$ cat src/rtl/fpcvt_pkg.sv
// Shared definitions for the 12-bit linear <-> 8-bit float converter pair.
// The upstream converter, this expander and their benches all use this package.
package fpcvt_pkg;

  localparam int EXP_W = 3;
  localparam int MAN_W = 4;
  localparam int OUT_W = 12;

  typedef struct packed {
    logic       s;
    logic [2:0] e;
    logic [3:0] f;
  } fp8_t;

  typedef enum logic [1:0] {
    IDLE  = 2'd0,
    SHIFT = 2'd1,
    DONE  = 2'd2
  } state_t;

endpackage

$ cat src/rtl/fp8_expander.sv
// Expands {S, E, F} floats back to OUT_W-bit two's-complement linear values,
// shifting the significand left one bit per clock.
module fp8_expander #(
  parameter int EXP_W = fpcvt_pkg::EXP_W,
  parameter int MAN_W = fpcvt_pkg::MAN_W,
  parameter int OUT_W = fpcvt_pkg::OUT_W
) (
  input  logic                   clk,
  input  logic                   rst,
  input  logic                   in_valid,
  output logic                   in_ready,
  input  logic [EXP_W+MAN_W:0]   in_fp,
  output logic                   out_valid,
  input  logic                   out_ready,
  output logic [OUT_W-1:0]       out_val,
  output logic                   out_negzero
);
  import fpcvt_pkg::*;

  state_t            r_state;
  logic [OUT_W-1:0]  r_acc;
  logic [EXP_W-1:0]  r_cnt;
  logic              r_sign;
  logic [OUT_W-1:0]  r_out_val;
  logic              r_negzero;

  logic              w_s;
  logic [EXP_W-1:0]  w_e;
  logic [MAN_W-1:0]  w_f;
  logic [OUT_W-1:0]  w_f_ext;
  logic [OUT_W-1:0]  w_acc_shl;
  logic              w_take;

  assign w_s       = in_fp[EXP_W+MAN_W];
  assign w_e       = in_fp[MAN_W +: EXP_W];
  assign w_f       = in_fp[MAN_W-1:0];
  assign w_f_ext   = {{(OUT_W-MAN_W){1'b0}}, w_f};
  assign w_acc_shl = r_acc << 1;

  // DONE forwards out_ready so a pop and a new accept can share one edge.
  assign in_ready  = (r_state == IDLE) || ((r_state == DONE) && out_ready);
  assign out_valid = (r_state == DONE);
  assign w_take    = in_valid && in_ready;

  assign out_val     = r_out_val;
  assign out_negzero = r_negzero;

  function automatic logic [OUT_W-1:0] apply_sign(input logic s, input logic [OUT_W-1:0] m);
    return s ? (~m + OUT_W'(1)) : m;
  endfunction

  always_ff @(posedge clk or posedge rst) begin
    if (rst) begin
      r_state   <= IDLE;
      r_acc     <= '0;
      r_cnt     <= '0;
      r_sign    <= 1'b0;
      r_out_val <= '0;
      r_negzero <= 1'b0;
    end else begin
      case (r_state)
        IDLE, DONE: begin
          if (w_take) begin
            r_sign <= w_s;
            r_acc  <= w_f_ext;
            r_cnt  <= w_e;
            if (w_e == '0) begin
              r_state   <= DONE;
              r_out_val <= apply_sign(w_s, w_f_ext);
              r_negzero <= w_s && (w_f == '0);
            end else begin
              r_state <= SHIFT;
            end
          end else if ((r_state == DONE) && out_ready) begin
            r_state <= IDLE;
          end
        end
        SHIFT: begin
          r_acc <= w_acc_shl;
          r_cnt <= r_cnt - EXP_W'(1);
          // Result is formed from the post-shift magnitude on the final shift.
          if (r_cnt == EXP_W'(1)) begin
            r_state   <= DONE;
            r_out_val <= apply_sign(r_sign, w_acc_shl);
            r_negzero <= r_sign && (w_acc_shl == '0);
          end
        end
        default: r_state <= IDLE;
      endcase
    end
  end

endmodule
$ cat config.mk
export PLATFORM = sky130hd
export DESIGN_NAME = fp8_expander
export DESIGN_NICKNAME = d
export VERILOG_FILES = /design/src/rtl/fpcvt_pkg.sv /design/src/rtl/fp8_expander.sv
export SDC_FILE = /design/constraint.sdc
export NUM_CORES = 1
export LEC_CHECK = 0
export BUFFER_PORTS_ARGS = -buffer_cell sky130_fd_sc_hd__buf_2
export CAP_MARGIN = 20
export CELL_PAD_IN_SITES_DETAIL_PLACEMENT = 0
export CELL_PAD_IN_SITES_GLOBAL_PLACEMENT = 1
export CORE_AREA = 2 2 76 56
export CTS_BUF_LIST = sky130_fd_sc_hd__clkbuf_4 sky130_fd_sc_hd__clkbuf_8
export DETAILED_ROUTE_END_ITERATION = 6
export DIE_AREA = 0 0 78 58
export GPL_TIMING_DRIVEN = 0
export PLACE_DENSITY = 0.88
export SLEW_MARGIN = 20
export SYNTH_ARGS = -nofsm -noshare
export SYNTH_HDL_FRONTEND = slang
export SYNTH_SLANG_ARGS = --single-unit
$ cat constraint.sdc
create_clock -name clk -period 3.5 [get_ports clk]
set_input_delay 0.175 -clock clk [delete_from_list [all_inputs] [get_ports clk]]
set_output_delay 0.175 -clock clk [all_outputs]
set_load 0.005 [all_outputs]
Yosys cells after proc, flatten, opt, wreduce, memory -nomap -nowiden
Cells that the tools add are included.

Word-level logic and storage cells: 52. Flip-flop bits (word level): 30. Output and inout port bits: 15.

Eq/ne operators: 7. Muxes and demuxes: 19. Bitwise gates (word level): 2. Reduce and logical (&&, ||, !) cells: 15. Add/sub/neg operators: 3.

Operators by type and width (count): $mux W12 (5); $add A12 B1 Y12 const B (2); $pmux W12 S2 (1); $pmux W11 S2 (1); $logic_not A12 Y1 (1); $not A12 Y12 (1); $not A4 Y12 (1); $mux W11 (1); $mux W2 (4); $ne A2 B2 Y1 const B (3); $pmux W3 S2 (1); $reduce_and A2 Y1 (3); $logic_and A1 B1 Y1 (4); $logic_not A4 Y1 (1); $pmux W2 S2 (1); $reduce_and A4 Y1 (1); $eq A3 B1 Y1 const B (1); $logic_not A3 Y1 (1); $mux W1 (3); $mux W3 (1); $ne A3 B3 Y1 const B (1); $sub A3 B1 Y3 const B (1); $eq A2 B1 Y1 const B (1); $eq A2 B2 Y1 const B (1); other kinds (5) (5).

Depth between registers and ports, before layout
Gate-level depths: netlist (run 1).

Depth in word-level cells: 6. Depth in mapped cells: 7. Depth with buffers taken out: 6.

Least setup slack after synthesis (run 1)
OpenSTA, ideal clock, no wires.

Path type: reg-to-reg. From: register r_acc[1]. To: register r_out_val[5] (netlist: out_val[5]). Setup time: 0.126 ns. Buffers on the path: 0. Stages on the path, launching flop included: 7. Required time: 3.374 ns. Data arrival time: 1.495 ns. Clock period less this slack: 1.621 ns. Path slack: 1.879 ns. Path through: dfrtp_1 inv_1 ha_1 or3b_2 nor3b_1 o21ai_0 a21oi_1.

Word-level cells in the longest chain between the ends: 5.

RTL lines: start, declared (line fp8_expander.sv:21) `logic [OUT_W-1:0] r_acc;`; start signal, assigned (line fp8_expander.sv:65) `r_acc <= w_f_ext;`; start signal, assigned (line fp8_expander.sv:79) `r_acc <= w_acc_shl;`; $not A12 Y12 (line fp8_expander.sv:49) `return s ? (~m + OUT_W'(1)) : m;`; $add A12 B1 Y12 (line fp8_expander.sv:49); $mux W12 (line fp8_expander.sv:49); $mux W12 (line fp8_expander.sv:82) `if (r_cnt == EXP_W'(1)) begin`; $pmux W12 S2 (line fp8_expander.sv:61) `case (r_state)`; end signal, assigned (line fp8_expander.sv:69) `r_out_val <= apply_sign(w_s, w_f_ext);`; end signal, assigned (line fp8_expander.sv:84) `r_out_val <= apply_sign(r_sign, w_acc_shl);`; end, declared (line fp8_expander.sv:24) `logic [OUT_W-1:0] r_out_val;`.

No other way between the ends. The select of a mux whose other input is x is not followed. A chain may end at the register's enable or synchronous reset.

Worst setup path after layout (run 1)
Ends and elaborated chain as after synthesis.

==> results.yml, run 1 <==
synthesis:
  ys_async_sr_fraction: 1.000
  synth_edf_count: 0
  yosys.area.top_type_share: 0.4277
  yosys_warnings: 0
  synth-main-ff-cell: "dfrtp_1"
  synth_cells: 198
  synth_top_cells_by_area: "dfrtp_1, nand2_1, nor2_1"
  synth.cell_area_um2: 1755
  yosys.area.top_type: "dfrtp_1"
  ys_types: 42
  synth_seq_cells: 30
  synthTopCellsByCount: "dfrtp_1, nand2_1, nor2_1"
  yosys.cell_count.top_type: "dfrtp_1"
  syn_avg_cell_area_um2: 8.866
  synth.net_count: 215
  synth_seq_area_share: 0.4277
cells_and_area:
  final_nets: 248
  drive_gt1_frac: 0.2026
  diodes: 0
  seqCellArea_um2: 750.7
  nFillCells: 382
  finish.utilization: 0.5378
  areaGrowthSynthToFinish_pct: 16.54
  multi_input_area_um2: 907.1
cts:
  cts.clk_slew.worst_paths_ns: 0.07
  cts_resized: 0
  ctsHoldBuffers: 0
  post_cts_buffers: 0
  cts_buffers: 5
  ctsHtreeMaxLevel: 2
  clockBufferDepth: 2
  cts_tree: "done"
  cts_sinks: 30
  root_buffer: "clkbuf_8"
  insertion_delay_ns: 0.28
power_and_ir_drop:
  power_frac_clock: 0.154
  internal_power_uw: 1065
  p_leak_uw: 0.0009117
  ir_worst_vdd_mv: 0.4690
  cellPowerDensity_nw_per_um2: 937.9
  power_switching_uw: 853.2
  p_comb_frac: 0.501
  swShare: 0.4447
  power_frac_seq: 0.345
floorplan:
  die_w_um: 78
  ios: 27
  die_h_um: 58
  dieArea_um2: 4524
  num_rows: 19
  start_util: 0.4615
  coreArea_um2: 3804
run:
  drv_cap: 0
global_route:
  grt_pass1_wl_um: 7196
  grt_max_degree: 31
  antenna_found_initial: 0
  grt-ovfl-total: 0
  grt_pass1_vias: 1402
  grt_usage: 0.2115
hold_path:
  min_path_type: "in2async"
sta:
  finalHoldViolCount: 30
  worst-slew-pin-transition_ns: 0.6392
  fmax_mhz: 510.4
  drv_slew: 0
  fin_crit_ns: 1.959
  relSlewSlack: 0.5733
  rsz0062_at_grt: "false"
  finalCritPeriodShare: 0.5597
  fin_worst_skew_ns: 0.006486
  whs_ns: -0.02914
  fin_tns_setup_ns: 0
  setup_viol: 0
placed_design:
  finalWeightedCongestion: 0.8464
  portBuffers: 26
  place_hpwl_um: 3207
drt:
  vias: 1557
  wl_per_cell_um: 15.43
  routed_wl_um: 4381
  route.detailed.drc: 0
  first_pass_iters: 4
  drt-vias-per-instance: 5.482
  drt_iter0_drc: 93
  antenna_left: 0
critical_path:
  required_ns: 3.65
  crit_path_end_kind: "flip-flop"
  arrival_ns: 2.11
  critical_path_class: "reg2reg"
  start_kind: "flip-flop"
  crit_fanout: 7
outcome:
  status: "finished, violations left"
  violations: "negative hold slack"
==> power groups by stage <==
| stage | combinational (uW) | sequential, uW | clock [uW] |
|---|---|---|---|
| floorplan | 666 | 642 | 0 |
| global placement | 945 | 658 | 0 |
| detailed placement | 954 | 667 | 0 |
| CTS | 959 | 661 | 300 |
| global route | 1080 | 688 | 319 |
| finish | 960 | 663 | 295 |
==> per-stage QoR <==
step                      hold WS, ns  setup slack (ns)  cell area [um^2]  instances  power [uW]
final                        -0.02914             1.541              2046        284        1919
after global routing          0.03022             1.446              2046        284        2089
after global placement         0.3992             1.610              1951        276        1603
after CTS                    0.001101             1.538              2046        284        1919
after detailed placement       0.3028             1.557              1951        276        1620
after floorplan                0.2658             1.879              1755        198        1308
==> registers in the layout, summed over array words and instances, names as in the netlist <==
| register | cells |
|---|---|
| out_negzero | 1 |
| out_val | 12 |
| r_acc | 11 |
| r_cnt | 3 |
| r_sign | 1 |
| r_state | 2 |
==> critical path: stages, from the launching register on <==
cell and delay (ns):
dfrtp_1 0.42, inv_1 0.12, ha_1 0.29, or3b_2 0.48
nor3b_1 0.15, o21ai_0 0.26, a21oi_1 0.11
==> metal layers <==
layer / global-route usage / routed length, um / up-vias
met1: 0.3273 / 2260 / 727
li1: - / - / 771
met4: 0.06266 / 45 / 0
met3: 0.06075 / 355 / 7
met5: 0 / 0 / -
met2: 0.2857 / 1719 / 52
==> path summary, 6_finish.rpt <==
| path | from | end | slack, ns | depth (start not counted) |
|---|---|---|---|---|
| max | r_acc[1]$_DFFE_PP0P_ | out_val[5]$_DFFE_PP0P_ | 1.54 | 6 |
| min reg2reg | out_val[0]$_DFFE_PP0P_ | out_val[0]$_DFFE_PP0P_ | 0.48 | 2 |
| max reg2reg | r_acc[1]$_DFFE_PP0P_ | out_val[5]$_DFFE_PP0P_ | 1.54 | 6 |
| max in group asynchronous | rst | r_acc[7]$_DFFE_PP0P_ | 3.11 | 2 |
| min | rst | out_val[2]$_DFFE_PP0P_ | -0.03 | 2 |
| min in group clk | out_ready | r_state[1]$_DFFE_PP0P_ | 0.10 | 2 |
==> layout by cell type, fill, tap and decap left out, drive strengths merged, types with 2 or more instances in the layout <==
master	instances
nor4	3
nor2	20
and2	2
clkbuf	10
a31oi	9
o31ai	5
buf	32
nand2	28
a31o	2
a21oi	9
o21ai	12
nor3	4
nand2b	6
ha	5
nor2b	4
nand3	5
nor3b	2
a211oi	3
dfrtp	30
xnor2	4
inv	13
mux2i	6
o211ai	4
==> final cells by class <==
| class | count | area share |
|---|---|---|
| sequential | 30 | 0.3670 |
| clock buffer | 7 | 0.04404 |
| buffer | 9 | 0.02385 |
| tap | 52 | 0.03180 |
| timing repair buffer | 26 | 0.06361 |
| multi-input combinational | 146 | 0.4434 |
| clock inverter | 1 | 0.002446 |
| inverter | 13 | 0.02385 |
==> logic make-up (layout without fill, tap and decap cells) <==
kind of cell    Yosys count  count (layout)  synth area share
simple gates             80              80            0.2288
compound gates           51              51            0.1982
flops                    30              30            0.4277
buf+inv                  22              56           0.05559
mux                       6               6           0.03421
fa+ha+maj                 5               5           0.03564
xor+xnor                  4               4           0.01996
Power figures use the tool's default switching activity.
==> run 2, diff against run 1 <==
CORE_AREA = 2 2 79 58   (was 2 2 76 56)
DIE_AREA = 0 0 81 60   (was 0 0 78 58)
PLACE_DENSITY = 0.83   (was 0.88)
clock period = 1.9 ns   (was 3.5 ns; I/O delays follow)
==> results.yml, run 2 (same netlist as run 1, synthesis figures left out) <==
cts:
  cts.clk_slew.worst_paths_ns: 0.06
  root_buffer: "clkbuf_8"
  cts_tree: "done"
  cts_buffers: 5
  cts_sinks: 30
  clockBufferDepth: 2
  insertion_delay_ns: 0.28
  ctsHtreeMaxLevel: 2
sta:
  fin_tns_setup_ns: 0
  worst-slew-pin-transition_ns: 0.6479
  fin_crit_ns: 1.813
  finalHoldViolCount: 0
  fin_worst_skew_ns: 0.005035
  relSlewSlack: 0.5674
  rsz0062_at_grt: "false"
  setup_viol: 0
  drv_slew: 0
  fmax_mhz: 551.5
  finalCritPeriodShare: 0.9544
global_route:
  grt_pass1_wl_um: 7369
  grt_max_degree: 31
  antenna_found_initial: 0
  grt_pass1_vias: 1382
  grt-ovfl-total: 0
  grt_usage: 0.2107
floorplan:
  die_w_um: 81
  ios: 27
  start_util: 0.4226
  dieArea_um2: 4860
  num_rows: 20
  die_h_um: 60
  coreArea_um2: 4154
critical_path:
  critical_path_class: "reg2reg"
  required_ns: 2.06
  arrival_ns: 1.97
  cp_slowest_cell: "or3b_2"
  crit_path_end_kind: "flip-flop"
  worstPathCellList: "inv_1 > ha_2 > or3b_2 > nor3b_1 > o21ai_1 > a21oi_1"
  start_kind: "flip-flop"
  slowest_delay_ns: 0.46
  crit_fanout: 7
power_and_ir_drop:
  fin_total_pwr_uw: 3528
  cellPowerDensity_nw_per_um2: 1713
  p_leak_uw: 0.0009145
  ir_worst_vdd_mv: 0.8151
placed_design:
  dpl_cell_area_um2: 1954
  place_hpwl_um: 3206
  finalWeightedCongestion: 0.8406
  portBuffers: 26
drt:
  drt-vias-per-instance: 5.307
  route.detailed.drc: 0
  routed_wl_um: 4397
  first_pass_iters: 4
  drt_iter0_drc: 115
  antenna_left: 0
  wl_per_cell_um: 15.32
  vias: 1523
cells_and_area:
  final_nets: 249
  finish.utilization: 0.4958
  stdcell_area_um2: 2059
  largest_reg_flops: 12
  most-common-layout-cells: "dfrtp_1, buf_2, nand2_1"
  areaGrowthSynthToFinish_pct: 17.32
  drive_gt1_frac: 0.2155
  diodes: 0
  final_common_cell: "dfrtp_1"
hold_path:
  min_path_type: "in2reg"
outcome:
  status: "completed"
run:
  drv_cap: 0
-- run 2: changes by cell type in the layout (fill, tap and decap cells not counted), sizes merged --
cell and delta:
dlygate4sd3 +1, clkinv -1
-- run 2: worst paths after layout --
kind | start | end | slack (ns) | cells past startpoint
setup / recovery | r_acc[1]$_DFFE_PP0P_ | out_val[5]$_DFFE_PP0P_ | 0.09 | 6
max in group asynchronous | rst | r_acc[8]$_DFFE_PP0P_ | 1.03 | 3
min in group asynchronous | rst | r_state[1]$_DFFE_PP0P_ | 0.45 | 3
setup reg to reg | r_acc[1]$_DFFE_PP0P_ | out_val[5]$_DFFE_PP0P_ | 0.09 | 6
hold / removal | out_ready | r_state[1]$_DFFE_PP0P_ | 0.03 | 2
hold reg to reg | out_val[2]$_DFFE_PP0P_ | out_val[2]$_DFFE_PP0P_ | 0.47 | 2
-- run 2: area by class of cell --
| class | count | area [um^2] |
|---|---|---|
| Sequential cell | 30 | 750.7 |
| Multi-Input combinational cell | 146 | 917.1 |
| Fill cell | 426 | 2095 |
| Tap cell | 55 | 68.82 |
| Buffer | 9 | 50.05 |
| Timing Repair Buffer | 27 | 140.1 |
| Inverter | 13 | 48.80 |
| Clock buffer | 7 | 83.83 |
-- run 2: where the power goes --
part / leakage, uW / internal [uW] / total (uW) / switching (uW)
Combinational: 0.000505 / 729 / 1800 / 1070
Sequential: 0.000364 / 941 / 1220 / 277
Clock: 0.0000452 / 280 / 510 / 230
-- run 2: what timing repair did --
item / CTS / global route
setup endpoints to repair: 0 / 12
resized for setup: 0 / 6
endpoints found under the hold margin: 30 / 0
hold buffers: 1 / 0
buffers inserted: 0 / 0
-- run 2: per-layer routing --
| layer | vias to the layer above | part of all wire | track usage |
|---|---|---|---|
| met5 | - | 0 | 0 |
| met4 | 0 | 0.014 | 0.06538 |
| met3 | 7 | 0.052 | 0.05136 |
| met2 | 44 | 0.39 | 0.2834 |
| met1 | 707 | 0.54 | 0.3285 |
| li1 | 765 | - | - |
-- run 2: critical path: cells and delay by family (launching register included) --
kind                       cells  cell delay [ns]
AOI/OAI and AO/OA              2             0.29
adders and majority gates      1             0.24
buffers and inverters          1             0.12
DFF                            1             0.42
and+or+nand+nor                2             0.61
-- run 2: per-stage QoR --
step | setup WS [ns] | hold WS (ns) | instances
5_1_grt | 0.01809 | 0.05956 | 287
3_3_place_gp | 0.03299 | 0.3176 | 279
3_5_place_dp | 0.02835 | 0.2247 | 279
2_1_floorplan | 0.2791 | 0.1858 | 198
4_1_cts | 0.001998 | 0.03461 | 287
6_report | 0.08666 | 0.02880 | 287
